### src/rtl/d8m_tx_pkg.sv
// d8m_tx_pkg: shared constants for the synthetic D8M camera source.
// FSM state codes, pattern select codes and the checkerboard cell size.
package d8m_tx_pkg;

    // Raster FSM state codes (plain constants so older tools and checkers can bind to them).
    typedef logic [2:0] state_t;
    localparam state_t ST_IDLE   = 3'd0;
    localparam state_t ST_FSTART = 3'd1;
    localparam state_t ST_LINE   = 3'd2;
    localparam state_t ST_HBLANK = 3'd3;
    localparam state_t ST_VBLANK = 3'd4;

    // Test pattern select codes.
    typedef enum logic [1:0] {
        PAT_HRAMP = 2'd0,
        PAT_VRAMP = 2'd1,
        PAT_CHECK = 2'd2,
        PAT_FLAT  = 2'd3
    } pat_sel_e;

    // Checkerboard cell edge is 2**CHECK_SHIFT pixels.
    localparam int CHECK_SHIFT = 3;

    // Width of the pixel coordinates handed to the pattern generator.
    localparam int COORD_W = 16;

endpackage

### src/rtl/d8m_pattern_tx_if.sv
// d8m_pattern_tx_if: parallel camera pixel bus (FVAL / LVAL / data).
// Stream semantics: there is no backpressure. pix_d is meaningful only in
// cycles where pix_fval and pix_lval are both high; pix_d is driven to 0
// otherwise. The source (master) owns every signal, the sink only samples.
interface d8m_pattern_tx_if #(
    parameter int PIX_W = 10
);
    logic [PIX_W-1:0] pix_d;
    logic             pix_fval;
    logic             pix_lval;

    modport master (output pix_d, output pix_fval, output pix_lval);
    modport slave  (input  pix_d, input  pix_fval, input  pix_lval);
endinterface

### src/rtl/d8m_tx_pattern.sv
// d8m_tx_pattern: combinational pixel value from coordinates and pattern code.
// Optional macro D8M_PATTERN_TX_SCROLL_EN: ramps are offset by the frame
// counter so they move one step per frame.
module d8m_tx_pattern
    import d8m_tx_pkg::*;
#(
    parameter int PIX_W = 10
) (
    input  logic [1:0]         sel_i,
    input  logic [COORD_W-1:0] x_i,
    input  logic [COORD_W-1:0] y_i,
    input  logic [15:0]        frame_count_i,
    output logic [PIX_W-1:0]   pix_o
);

    logic [PIX_W-1:0] scroll;
    logic [PIX_W-1:0] x_pix;
    logic [PIX_W-1:0] y_pix;
    logic             unused_bits;

`ifdef D8M_PATTERN_TX_SCROLL_EN
    assign scroll = PIX_W'(frame_count_i);
`else
    assign scroll = '0;
`endif

    // Ramps wrap naturally at 2**PIX_W through the truncating add.
    assign x_pix = PIX_W'(x_i) + scroll;
    assign y_pix = PIX_W'(y_i) + scroll;

    // Only some coordinate / counter bits feed the pattern in a given build.
    assign unused_bits = ^{frame_count_i, x_i, y_i};

    // Select the pixel value for the latched pattern.
    always_comb begin
        pix_o = '0;
        case (sel_i)
            PAT_HRAMP: pix_o = x_pix;
            PAT_VRAMP: pix_o = y_pix;
            PAT_CHECK: pix_o = (x_i[CHECK_SHIFT] ^ y_i[CHECK_SHIFT]) ? '1 : '0;
            PAT_FLAT:  pix_o = '1;
            default:   pix_o = '0;
        endcase
    end

endmodule

### src/rtl/d8m_pattern_tx.sv
// d8m_pattern_tx: synthetic D8M parallel-camera source. Raster FSM and
// counters live here; pixel values come from d8m_tx_pattern. All outputs
// are registered from the current state, so they trail the state by one
// cycle. Optional macro D8M_PATTERN_TX_SCROLL_EN enables scrolling ramps.
module d8m_pattern_tx
    import d8m_tx_pkg::*;
#(
    parameter int H_ACTIVE = 640,
    parameter int H_BLANK  = 160,
    parameter int V_ACTIVE = 480,
    parameter int V_BLANK  = 45,
    parameter int PIX_W    = 10
) (
    input  logic             clk,
    input  logic             reset_n,
    input  logic             enable,
    input  logic [1:0]       pattern_sel,
    d8m_pattern_tx_if.master pix_if,
    output logic [15:0]      frame_count,
    output logic             busy,
    output logic [2:0]       dbg_state
);

    localparam int LINE_CYC = H_ACTIVE + H_BLANK;
    localparam int VB_CYC   = V_BLANK * LINE_CYC;
    localparam int HMAX     = (H_ACTIVE > H_BLANK) ? H_ACTIVE : H_BLANK;
    localparam int CNT_MAX  = (VB_CYC > HMAX) ? VB_CYC : HMAX;
    localparam int CNT_W    = (CNT_MAX > 1) ? $clog2(CNT_MAX) : 1;
    localparam int Y_W      = (V_ACTIVE > 1) ? $clog2(V_ACTIVE) : 1;

    state_t             state_q, state_d;
    logic [CNT_W-1:0]   cnt_q, cnt_d;
    logic [Y_W-1:0]     y_q, y_d;
    logic [1:0]         sel_q, sel_d;
    logic [15:0]        fc_q;
    logic               fval_q, lval_q, busy_q;
    logic [PIX_W-1:0]   pix_q;
    logic [PIX_W-1:0]   pat_pix;

    // One shared cycle counter: FSTART/HBLANK length, x position in LINE,
    // and the whole vertical blank interval in VBLANK.
    logic cnt_hb_last, cnt_ha_last, cnt_vb_last, y_last;
    assign cnt_hb_last = (cnt_q == CNT_W'(H_BLANK - 1));
    assign cnt_ha_last = (cnt_q == CNT_W'(H_ACTIVE - 1));
    assign cnt_vb_last = (cnt_q == CNT_W'(VB_CYC - 1));
    assign y_last      = (y_q == Y_W'(V_ACTIVE - 1));

    d8m_tx_pattern #(
        .PIX_W(PIX_W)
    ) u_pattern (
        .sel_i         (sel_q),
        .x_i           (COORD_W'(cnt_q)),
        .y_i           (COORD_W'(y_q)),
        .frame_count_i (fc_q),
        .pix_o         (pat_pix)
    );

    // Raster sequencing; enable and pattern_sel only matter at frame boundaries.
    always_comb begin
        state_d = state_q;
        cnt_d   = cnt_q;
        y_d     = y_q;
        sel_d   = sel_q;
        case (state_q)
            ST_IDLE: begin
                cnt_d = '0;
                if (enable) begin
                    state_d = ST_FSTART;
                    sel_d   = pattern_sel;
                end
            end
            ST_FSTART: begin
                if (cnt_hb_last) begin
                    state_d = ST_LINE;
                    cnt_d   = '0;
                    y_d     = '0;
                end else begin
                    cnt_d = cnt_q + 1'b1;
                end
            end
            ST_LINE: begin
                if (cnt_ha_last) begin
                    state_d = ST_HBLANK;
                    cnt_d   = '0;
                end else begin
                    cnt_d = cnt_q + 1'b1;
                end
            end
            ST_HBLANK: begin
                if (cnt_hb_last) begin
                    cnt_d = '0;
                    if (!y_last) begin
                        state_d = ST_LINE;
                        y_d     = y_q + 1'b1;
                    end else begin
                        state_d = ST_VBLANK;
                    end
                end else begin
                    cnt_d = cnt_q + 1'b1;
                end
            end
            ST_VBLANK: begin
                if (cnt_vb_last) begin
                    cnt_d = '0;
                    if (enable) begin
                        state_d = ST_FSTART;
                        sel_d   = pattern_sel;
                    end else begin
                        state_d = ST_IDLE;
                    end
                end else begin
                    cnt_d = cnt_q + 1'b1;
                end
            end
            default: begin
                state_d = ST_IDLE;
                cnt_d   = '0;
            end
        endcase
    end

    // FSM state, counters and latched pattern select.
    always_ff @(posedge clk or negedge reset_n) begin
        if (!reset_n) begin
            state_q <= ST_IDLE;
            cnt_q   <= '0;
            y_q     <= '0;
            sel_q   <= '0;
        end else begin
            state_q <= state_d;
            cnt_q   <= cnt_d;
            y_q     <= y_d;
            sel_q   <= sel_d;
        end
    end

    // Registered bus outputs; frame counter bumps on the first VBLANK cycle,
    // which lines it up with the falling edge of fval.
    always_ff @(posedge clk or negedge reset_n) begin
        if (!reset_n) begin
            fval_q <= 1'b0;
            lval_q <= 1'b0;
            busy_q <= 1'b0;
            pix_q  <= '0;
            fc_q   <= '0;
        end else begin
            fval_q <= (state_q == ST_FSTART) || (state_q == ST_LINE) || (state_q == ST_HBLANK);
            lval_q <= (state_q == ST_LINE);
            busy_q <= (state_q != ST_IDLE);
            pix_q  <= (state_q == ST_LINE) ? pat_pix : '0;
            if ((state_q == ST_VBLANK) && (cnt_q == '0)) begin
                fc_q <= fc_q + 16'd1;
            end
        end
    end

    assign pix_if.pix_d    = pix_q;
    assign pix_if.pix_fval = fval_q;
    assign pix_if.pix_lval = lval_q;
    assign frame_count     = fc_q;
    assign busy            = busy_q;
    assign dbg_state       = state_q;

endmodule

### src/flat_wrapper.sv
// flat-port wrapper written by rule: the top's interface ports become plain ports
module d8m_pattern_tx_flat import d8m_tx_pkg::*;
#(
    parameter int H_ACTIVE = 640,
    parameter int H_BLANK  = 160,
    parameter int V_ACTIVE = 480,
    parameter int V_BLANK  = 45,
    parameter int PIX_W    = 10
)
  (clk, reset_n, enable, pattern_sel, frame_count, busy, dbg_state, pix_if_pix_d, pix_if_pix_fval, pix_if_pix_lval);
  d8m_pattern_tx_if #(.PIX_W(PIX_W)) pix_if_i ();
  input  logic clk;
  input  logic reset_n;
  input  logic enable;
  input  logic [1:0] pattern_sel;
  output logic [15:0] frame_count;
  output logic busy;
  output logic [2:0] dbg_state;
  output wire logic [$bits(pix_if_i.pix_d)-1:0] pix_if_pix_d;
  output wire logic [$bits(pix_if_i.pix_fval)-1:0] pix_if_pix_fval;
  output wire logic [$bits(pix_if_i.pix_lval)-1:0] pix_if_pix_lval;
  assign pix_if_pix_d = pix_if_i.pix_d;
  assign pix_if_pix_fval = pix_if_i.pix_fval;
  assign pix_if_pix_lval = pix_if_i.pix_lval;
  d8m_pattern_tx #(.H_ACTIVE(H_ACTIVE), .H_BLANK(H_BLANK), .V_ACTIVE(V_ACTIVE), .V_BLANK(V_BLANK), .PIX_W(PIX_W)) u_core (.clk(clk), .reset_n(reset_n), .enable(enable), .pattern_sel(pattern_sel), .pix_if(pix_if_i), .frame_count(frame_count), .busy(busy), .dbg_state(dbg_state));
endmodule
### config.mk
export PLATFORM = sky130hd
export DESIGN_NAME = d8m_pattern_tx_flat
export DESIGN_NICKNAME = d
export VERILOG_FILES = /design/src/rtl/d8m_tx_pkg.sv /design/src/rtl/d8m_pattern_tx_if.sv /design/src/rtl/d8m_tx_pattern.sv /design/src/rtl/d8m_pattern_tx.sv /design/src/flat_wrapper.sv
export SDC_FILE = /design/constraint.sdc
export NUM_CORES = 1
export LEC_CHECK = 0
export ABC_AREA = 1
export BUFFER_PORTS_ARGS = -buffer_cell sky130_fd_sc_hd__buf_2
export CORE_ASPECT_RATIO = 1.2
export CORE_MARGIN = 1
export CORE_UTILIZATION = 35
export DETAILED_ROUTE_END_ITERATION = 12
export PLACE_DENSITY_LB_ADDON = 0.05
export SYNTH_ARGS = -nofsm -noshare
export SYNTH_HDL_FRONTEND = slang
export SYNTH_SLANG_ARGS = --single-unit
### constraint.sdc
create_clock -name clk -period 1.8 [get_ports clk]
set_input_delay 0.18 -clock clk [delete_from_list [all_inputs] [get_ports clk]]
set_output_delay 0.18 -clock clk [all_outputs]
set_load 0.1 [all_outputs]
Word level (Yosys, flattened, before mapping)

Cells that the tools add are included.

Input port bits: 5
Flip-flop bits (word level): 59
Logic and storage cells: 65
Memories kept: 0
Latch bits: 0
Memory bits (read-only): 0
Memory bits (writable): 0
Output and inout bits: 32

Shifts and indexed selects: 0
Reductions and logical operators: 13
Multiply operators: 0
Mux-type cells: 22
Eq/ne operators: 17
Div/mod/pow operators: 0
Magnitude comparators: 0
Bitwise operators: 1
Add/sub/neg operators: 3

Operator list:

| operator              | number |
|---|---|
| $mux 16               | 3 |
| $pmux 16 s3           | 1 |
| $pmux 10 s4           | 1 |
| $add 16x1->16 const B | 2 |
| $mux 9                | 3 |
| $mux 10               | 2 |
| $mux 3                | 6 |
| $pmux 9 s2            | 1 |
| $eq 16x10->1 const B  | 1 |
| $eq 16x16->1 const B  | 1 |
| $eq 16x8->1 const B   | 1 |
| $logic_not 16->1      | 1 |
| $pmux 3 s5            | 1 |
| $add 9x1->9 const B   | 1 |
| $eq 9x9->1 const B    | 1 |
| $ne 2x1->1 const B    | 4 |
| $eq 3x2->1 const B    | 2 |
| $reduce_and 5->1      | 1 |
| $eq 2x2->1 const B    | 2 |
| $mux 2                | 2 |
| $ne 2x2->1 const B    | 2 |
| $pmux 2 s2            | 1 |
| $reduce_and 4->1      | 1 |
| $reduce_bool 2->1     | 2 |
| other kinds (12)      | 13 |

Logic depth before layout (Yosys ltp)

Gate-level depths: netlist of run 1.

Depth after elaboration: 4
Gate-level depth with buffers: 12

Modules after synthesis

A second synthesis of run 1 with hierarchy kept.

Cell total of the unflattened synthesis: 459
Area, all modules: 3468.3 µm²

By module, submodules not included:

| module         | cells each | times used | sequential area each (µm²) | area each (µm²) |
|---|---|---|---|---|
| d8m_pattern_tx | 399        | 1          | 1476.4                     | 3211.8 |
| d8m_tx_pattern | 60         | 1          | 0.0                        | 256.5 |

Worst setup path before layout of run 1

Ideal clock, no wire load.

Path type: reg2reg
Start point: register u_core.fc_q[1], in the netlist u_core.frame_count[1]
End point: register u_core.fc_q[14], in the netlist u_core.frame_count[14]
Setup slack: -0.296 ns
Library setup time: 0.120 ns
Period minus slack after synthesis: 2.096 ns
Required time: 1.680 ns
Arrival time: 1.976 ns
Stages on the path, launching flop included: 8
Buffers on the path: 0
Cell sequence: dfrtp_1 > ha_1 > nand3_1 > nor2_1 > nand3_1 > xor2_1 > nand2_1 > nand2_1

Longest elaborated chain between the ends: 1

Ends and longest elaborated chain:

| what                     | line                  | RTL |
|---|---|---|
| start: declaration       | d8m_pattern_tx.sv:35  | `logic [15:0] fc_q;` |
| start signal: assignment | d8m_pattern_tx.sv:152 | `fc_q <= fc_q + 16'd1;` |
| $add 16x1->16            | d8m_pattern_tx.sv:152 |  |

Every way passes these cells.
A chain may end at the register's enable or synchronous reset.

Worst setup path after layout of run 1

Start point: register u_core.cnt_q[0]
End point: register u_core.y_q[2]

Longest elaborated chain between the ends: 3
Elaborated cells on any way between the ends: 4
Classes of those cells: 3 x eq/ne; 1 x reduce/logical

Ends and longest elaborated chain:

| what                                | line                  | RTL |
|---|---|---|
| start: declaration                  | d8m_pattern_tx.sv:32  | `logic [CNT_W-1:0] cnt_q, cnt_d;` |
| start signal: assignment            | d8m_pattern_tx.sv:131 | `cnt_q <= cnt_d;` |
| $eq 16x8->1 *                       | d8m_pattern_tx.sv:43  | `assign cnt_hb_last = (cnt_q == CNT_W'(H_BLANK - 1));` |
| $ne 2x1->1 (no source line)         | --                    |  |
| $reduce_and 4->1 (no source line) * | --                    |  |
| end signal: assignment              | d8m_pattern_tx.sv:132 | `y_q <= y_d;` |
| end: declaration                    | d8m_pattern_tx.sv:33  | `logic [Y_W-1:0] y_q, y_d;` |

Every way passes the cells marked *; elsewhere a longest branch is shown, timed or not.

==> flow_metrics.py, run 1 <==
metrics = {
    "status": {
        "outcome": "completed",
    },
    "clock_tree": {
        "clk_latency_ns": 0.34,
        "clkSinkCount": 59,
        "cts_buffer_depth": 2,
        "cts-root-buf": "clkbuf_8",
        "h-tree-depth": 3,
        "clk_pin_slew_ns": 0.06,
        "cts_tree": "built",
        "cts_buffers": 9,
    },
    "sta": {
        "period_needed_ns": 1.60,
        "rsz0062_at_grt": "no",
        "relSlewSlack": 0.674,
        "maxSlewViolCount": 0,
        "skew_ns": 0.00818,
        "hold_violations": 0,
        "tightest_slew_ns": 0.485,
        "timing.final.crit_share": 0.890,
        "fmax_mhz": 624,
        "setup_tns_ns": 0,
        "setup_viol": 0,
        "hold_ws_ns": 0.0871,
    },
    "pwr": {
        "power_density_nw_per_um2": 1100,
        "leakage_nw": 2.01,
        "ir_drop_uv": 831,
        "p_total_mw": 4.33,
    },
    "yosys": {
        "ys_ff_latch": 59,
        "syn_area_sq_um": 3350,
        "ys_warn_count": 0,
        "syn-num-nets": 455,
        "synth_ff_type": "dfrtp_1",
        "syn_inst": 446,
        "avgSynthCellArea_sq_um": 7.51,
        "synth_cell_types": 29,
        "seq_area_frac_synth": 0.441,
        "synth_async_sr_flop_share": 1.00,
        "synth_edf_count": 0,
    },
    "layout": {
        "fillers": 957,
        "drive_gt1_frac": 0.205,
        "area_growth_pct": 17.6,
        "antenna_cells": 0,
        "nets": 506,
    },
    "drt": {
        "ant_nets": 0,
        "wl_per_cell_um": 12.8,
        "routed_wl_mm": 7.98,
        "top_layer": "met4",
        "via_count": 2903,
        "wl_met1_mm": 3.71,
        "wl_met2_mm": 3.86,
        "wl_met3_um": 242,
        "viasPerCell": 4.67,
        "drc_errors": 0,
        "dr.pass1.iters": 5,
        "drt-initial-drc-count": 120,
    },
    "floorplan": {
        "rows": 38,
        "core_area_sq_um": 9180,
        "die_area_sq_um": 9970,
        "ioPinCount": 37,
        "fp.dieW_um": 91.3,
        "dieHeight_um": 109,
        "start_util": 0.365,
    },
    "grt": {
        "grt_usage": 0.172,
        "grt_max_degree": 28,
        "antenna_found_initial": 0,
        "grt_pass1_wl_mm": 13.2,
        "grt_overflow": 0,
        "grt_pass1_vias": 2823,
    },
    "setup_path": {
        "cp-end-kind": "register",
        "required_ns": 2.03,
        "cp-startpoint": "u_core.cnt_q[0]$_DFF_PN0_",
        "crit_type": "reg2reg",
        "cpPeakStageDelay_ns": 0.42,
        "crit_fanout": 11,
        "critPathLaunchType": "register",
        "arrival_ns": 1.83,
        "slowest_stage": "dfrtp_1",
        "worstPathCellList": "ha_1 > nand2_1 > inv_2 > nand2_4 > nor2_4 > nand2_2 > nand2_4 > buf_4 > nand2_4 > nand2_1 > nand2_1",
        "worstReg2RegStart": "u_core.cnt_q[0]$_DFF_PN0_",
    },
    "job": {
        "maxCapViolCount": 0,
    },
    "place": {
        "io_buffers": 36,
        "gp_congestion": 0.833,
        "dp_hpwl_mm": 6.20,
    },
    "min_path": {
        "min_path_type": "in2reg",
        "min-delay-start": "pattern_sel[1]",
    },
}
==> where the power goes <==
part	internal, mW	switching [mW]	leakage, nW
registers	1.49	0.175	0.773
clock network	0.609	0.498	0.0965
logic	0.396	1.16	1.14
==> cell usage after synthesis (all sizes together) (3+ instances only) <==
library cell  instances  area share
ha                    4       0.015
nor2                 47       0.060
dfrtp                59        0.44
xor2                 19       0.050
inv                  62       0.069
nand4                 7       0.015
nor3                 13       0.019
a21oi                25       0.038
nand2               134        0.16
xnor2                 3      0.0078
o21ai                20       0.030
nand3                38       0.061
buf                   6       0.013
==> worst paths after layout <==
check                                                      to  slack (ns)  cells after the start
setup / recovery                    u_core.y_q[2]$_DFFE_PN0P_        0.20                     11
hold / removal                    u_core.sel_q[1]$_DFFE_PN0P_        0.09                      3
setup reg to reg                    u_core.y_q[2]$_DFFE_PN0P_        0.20                     11
hold reg to reg            u_core.frame_count[14]$_DFFE_PN0P_        0.52                      2
max in group asynchronous           u_core.cnt_q[0]$_DFF_PN0_        0.87                      4
min in group asynchronous   u_core.frame_count[0]$_DFFE_PN0P_        0.27                      2
==> worst max-delay path: cells and delay by family (launching register included) <==
family,cells,cell delay (ns)
adder cells (fa/ha/maj),1,0.21
buffers and inverters,2,0.27
flip-flops,1,0.42
AND/OR/NAND/NOR,8,0.59
==> metrics by stage <==
stage	setup slack [ns]	std cells	cell area [sq um]	util
finish	0.198	622	3940	0.429
global route	0.0494	622	3940	0.429
floorplan	0.00808	446	3370	-
detailed placement	0.154	605	3740	0.408
global placement	0.200	605	3740	0.408
CTS	0.141	622	3940	0.429
==> cell usage in the layout, fill, tap and decap left out, types with 2 or more instances in the layout <==
cell type	count
buf_4	10
inv_2	6
nor2_1	41
clkbuf_8	12
nand3_1	35
nand3b_1	2
nand4_1	6
ha_1	4
xor2_1	19
clkinv_2	2
o21ai_0	17
clkbuf_1	2
a21oi_1	24
nand2_1	124
nand3_2	3
nor3_1	13
nor2_4	2
nor2_2	4
buf_2	36
inv_1	55
dfrtp_1	45
xnor2_1	3
nor3b_1	2
nand2_2	6
dfrtp_2	14
o21ai_1	3
nand2_4	4
==> state kept, by name (all words and copies together) (netlist names) <==
register                count
u_core.cnt_q               16
u_core.frame_count         16
u_core.pix_if.pix_d        10
u_core.y_q                  9
u_core.dbg_state            3
u_core.sel_q                2
u_core.busy                 1
u_core.pix_if.pix_fval      1
u_core.pix_if.pix_lval      1
==> timing repair <==
item / CTS / global route
hold endpoints to repair: 11 / 0
buffers inserted: 0 / 0
gates resized for setup: 0 / 1
hold buffers: 1 / 0
setup endpoints to repair: 0 / 3
==> area by class of cell <==
class / count / area [sq um] / area share
Clock buffer: 14 / 173 / 0.0439
Multi-Input combinational cell: 316 / 1590 / 0.403
Clock inverter: 2 / 10.0 / 0.00254
Tap cell: 120 / 150 / 0.0381
Sequential cell: 59 / 1490 / 0.379
Timing Repair Buffer: 48 / 285 / 0.0724
Inverter: 63 / 239 / 0.0607
==> cells by family (layout without fill, tap and decap cells) <==
group / after synthesis / in the layout / share of synthesized area
compound gates: 47 / 47 / 0.0728
fa+ha+maj: 4 / 4 / 0.0149
xor+xnor: 22 / 22 / 0.0575
simple gates: 243 / 243 / 0.328
flops: 59 / 59 / 0.441
buf+inv: 71 / 127 / 0.0855
==> routing by layer <==
metal / up-vias / track usage
met5: - / 0
met3: 12 / 0.0293
met1: 1322 / 0.207
li1: 1514 / -
met2: 55 / 0.302
met4: 0 / 0.0782
(Power assumes the default switching activity.)
==> run 2: changes to the inputs <==
--- a/config.mk
+++ b/config.mk
@@ -6,7 +6,7 @@
 export NUM_CORES = 1
 export LEC_CHECK = 0
 export ABC_AREA = 1
-export BUFFER_PORTS_ARGS = -buffer_cell sky130_fd_sc_hd__buf_2
+export BUFFER_PORTS_ARGS = -buffer_cell sky130_fd_sc_hd__buf_4
 export CORE_ASPECT_RATIO = 1.2
 export CORE_MARGIN = 1
 export CORE_UTILIZATION = 35
==> run 2 against run 1 <==
Sequential power barely moved. Via count fell by 0.28%. Register-to-register slack barely moved. Critical path depth did not move. Wire length rose by 0.39%. Final cell count fell by 0.32%. Sequential cell count did not move. Utilization rose by 0.52 points. Fmax fell by 0.68%.
==> flow_metrics.py, run 2 (synthesis results as in run 1) <==
metrics = {
    "drt": {
        "routed_wl_mm": 8.01,
        "wl_per_cell_um": 12.9,
        "drt-initial-drc-count": 107,
        "viasPerCell": 4.67,
        "ant_nets": 0,
        "via_count": 2895,
        "drc_errors": 0,
        "dr.pass1.iters": 4,
    },
    "setup_path": {
        "reg2reg_slack_ns": 0.19,
        "arrival_ns": 1.84,
        "r2r_cells": 11,
        "crit_fanout": 11,
        "worstPathCellList": "ha_1 > nand2_1 > inv_2 > nand2_4 > nor2_4 > nand2_2 > nand2_4 > buf_4 > nand2_4 > nand2_1 > nand2_1",
        "timing.rr.end": "u_core.y_q[0]$_DFFE_PN0P_",
        "worstReg2RegStart": "u_core.cnt_q[0]$_DFF_PN0_",
        "cp-end-kind": "register",
        "critPathLaunchType": "register",
        "cpPeakStageDelay_ns": 0.42,
        "slowest_stage": "dfrtp_1",
        "required_ns": 2.03,
        "crit_type": "reg2reg",
    },
    "layout": {
        "area_growth_pct": 19.0,
        "nets": 504,
        "final_cell_mix": "124 x nand2_1, 55 x inv_1, 45 x dfrtp_1",
        "postLayoutCoreUtil": 0.434,
        "drive_gt1_frac": 0.200,
        "antenna_cells": 0,
        "final_cells": 620,
        "final_common_cell": "nand2_1",
    },
    "pwr": {
        "clock_power_share": 0.236,
        "swShare": 0.435,
        "pwr-share-comb": 0.372,
        "leakage_nw": 2.00,
        "p_sw_mw": 1.86,
        "ir_drop_uv": 1020,
        "power.internal_mw": 2.41,
        "p_total_mw": 4.27,
        "pwr-share-seq": 0.393,
        "power_density_nw_per_um2": 1070,
    },
    "floorplan": {
        "die_area_sq_um": 9970,
        "rows": 38,
        "ioPinCount": 37,
        "fp.dieW_um": 91.3,
        "dieHeight_um": 109,
        "start_util": 0.365,
        "core_area_sq_um": 9180,
    },
    "status": {
        "outcome": "completed",
    },
    "sta": {
        "rsz0062_at_grt": "no",
        "setup_tns_ns": 0,
        "skew_ns": 0.0120,
        "relSlewSlack": 0.674,
        "fmax_mhz": 620,
        "period_needed_ns": 1.61,
        "tightest_slew_ns": 0.485,
        "hold_violations": 0,
        "timing.final.crit_share": 0.896,
        "maxSlewViolCount": 0,
        "setup_viol": 0,
    },
    "min_path": {
        "min_path_type": "in2reg",
        "hold_path_end": "u_core.sel_q[1]$_DFFE_PN0P_",
        "min-delay-start": "pattern_sel[1]",
        "holdPathStages": 3,
    },
    "place": {
        "io_buffers": 36,
        "gp_congestion": 0.849,
        "dp_cells": 603,
        "dp_hpwl_mm": 6.04,
    },
    "clock_tree": {
        "clk_latency_ns": 0.33,
        "clkSinkCount": 59,
        "cts_buffer_depth": 2,
        "clk_pin_slew_ns": 0.07,
        "cts_buffers": 9,
        "cts_tree": "built",
        "h-tree-depth": 3,
        "cts-root-buf": "clkbuf_8",
        "cts_setup_buffers": 0,
    },
    "grt": {
        "grt_max_degree": 35,
        "grt_pass1_wl_mm": 13.3,
        "grt_overflow": 0,
        "grt_pass1_vias": 2812,
        "antenna_found_initial": 0,
        "grt_usage": 0.174,
    },
    "job": {
        "maxCapViolCount": 0,
    },
}
==> run 2: cell types whose count changed in the layout (fill, tap and decap cells not counted), sizes merged <==
cell    delta
clkinv     +2
clkbuf     -2
buf        -2
==> run 2: how the worst max path moves through the flow <==
| stage | start | endpoint |
|---|---|---|
| 6_report | u_core.cnt_q[0]$_DFF_PN0_ | u_core.y_q[0]$_DFFE_PN0P_ |
| 5_1_grt | u_core.cnt_q[0]$_DFF_PN0_ | u_core.cnt_q[15]$_DFF_PN0_ |
| 4_1_cts | u_core.cnt_q[0]$_DFF_PN0_ | u_core.cnt_q[10]$_DFF_PN0_ |
| 3_5_place_dp | u_core.cnt_q[0]$_DFF_PN0_ | u_core.cnt_q[10]$_DFF_PN0_ |
| 3_3_place_gp | u_core.cnt_q[0]$_DFF_PN0_ | u_core.cnt_q[15]$_DFF_PN0_ |
| 2_1_floorplan | u_core.frame_count[11]$_DFFE_PN0P_ | u_core.frame_count[15]$_DFFE_PN0P_ |
==> run 2: repair_timing <==
item                       in CTS  in global routing
setup endpoints to repair       0                  3
hold endpoints to repair       25                  0
hold buffers                    1                  0
gates resized for setup         0                  1
==> run 2: layer usage <==
layer	wire length [um]	vias up	track usage
met5	0	-	0
met4	183	0	0.0748
met3	323	12	0.0370
met2	3880	66	0.295
met1	3620	1318	0.214
li1	-	1499	-
==> run 2: power by group through the flow <==
stage	Combinational [mW]	Clock, mW	Sequential, mW
2_1_floorplan	0.792	0	2.08
3_3_place_gp	1.59	0	1.70
3_5_place_dp	1.59	0	1.70
4_1_cts	1.60	1.04	1.67
5_1_grt	1.73	1.11	1.70
6_report	1.59	1.01	1.68
==> run 2: through the flow <==
step           area (sq um)  setup slack, ns  hold slack [ns]
2_1_floorplan          3370          0.00808           -0.116
3_3_place_gp           3820            0.192            0.123
3_5_place_dp           3820            0.142            0.126
4_1_cts                3980            0.134           0.0929
5_1_grt                3990           0.0142            0.117
6_report               3990            0.187            0.103
==> run 2: final cells by class <==
type	count	area (sq um)
Fill cell	958	5190
Multi-Input combinational cell	316	1590
Sequential cell	59	1490
Timing Repair Buffer	46	360
Inverter	63	239
Tap cell	120	150
Clock buffer	12	135
Clock inverter	4	20.0
==> run 2: worst max-delay path: cells and delay by family (launching register included) <==
family,cells,cell delay (ns)
buffers and inverters,2,0.27
AND/OR/NAND/NOR,8,0.60
adder cells (fa/ha/maj),1,0.21
flip-flops,1,0.42
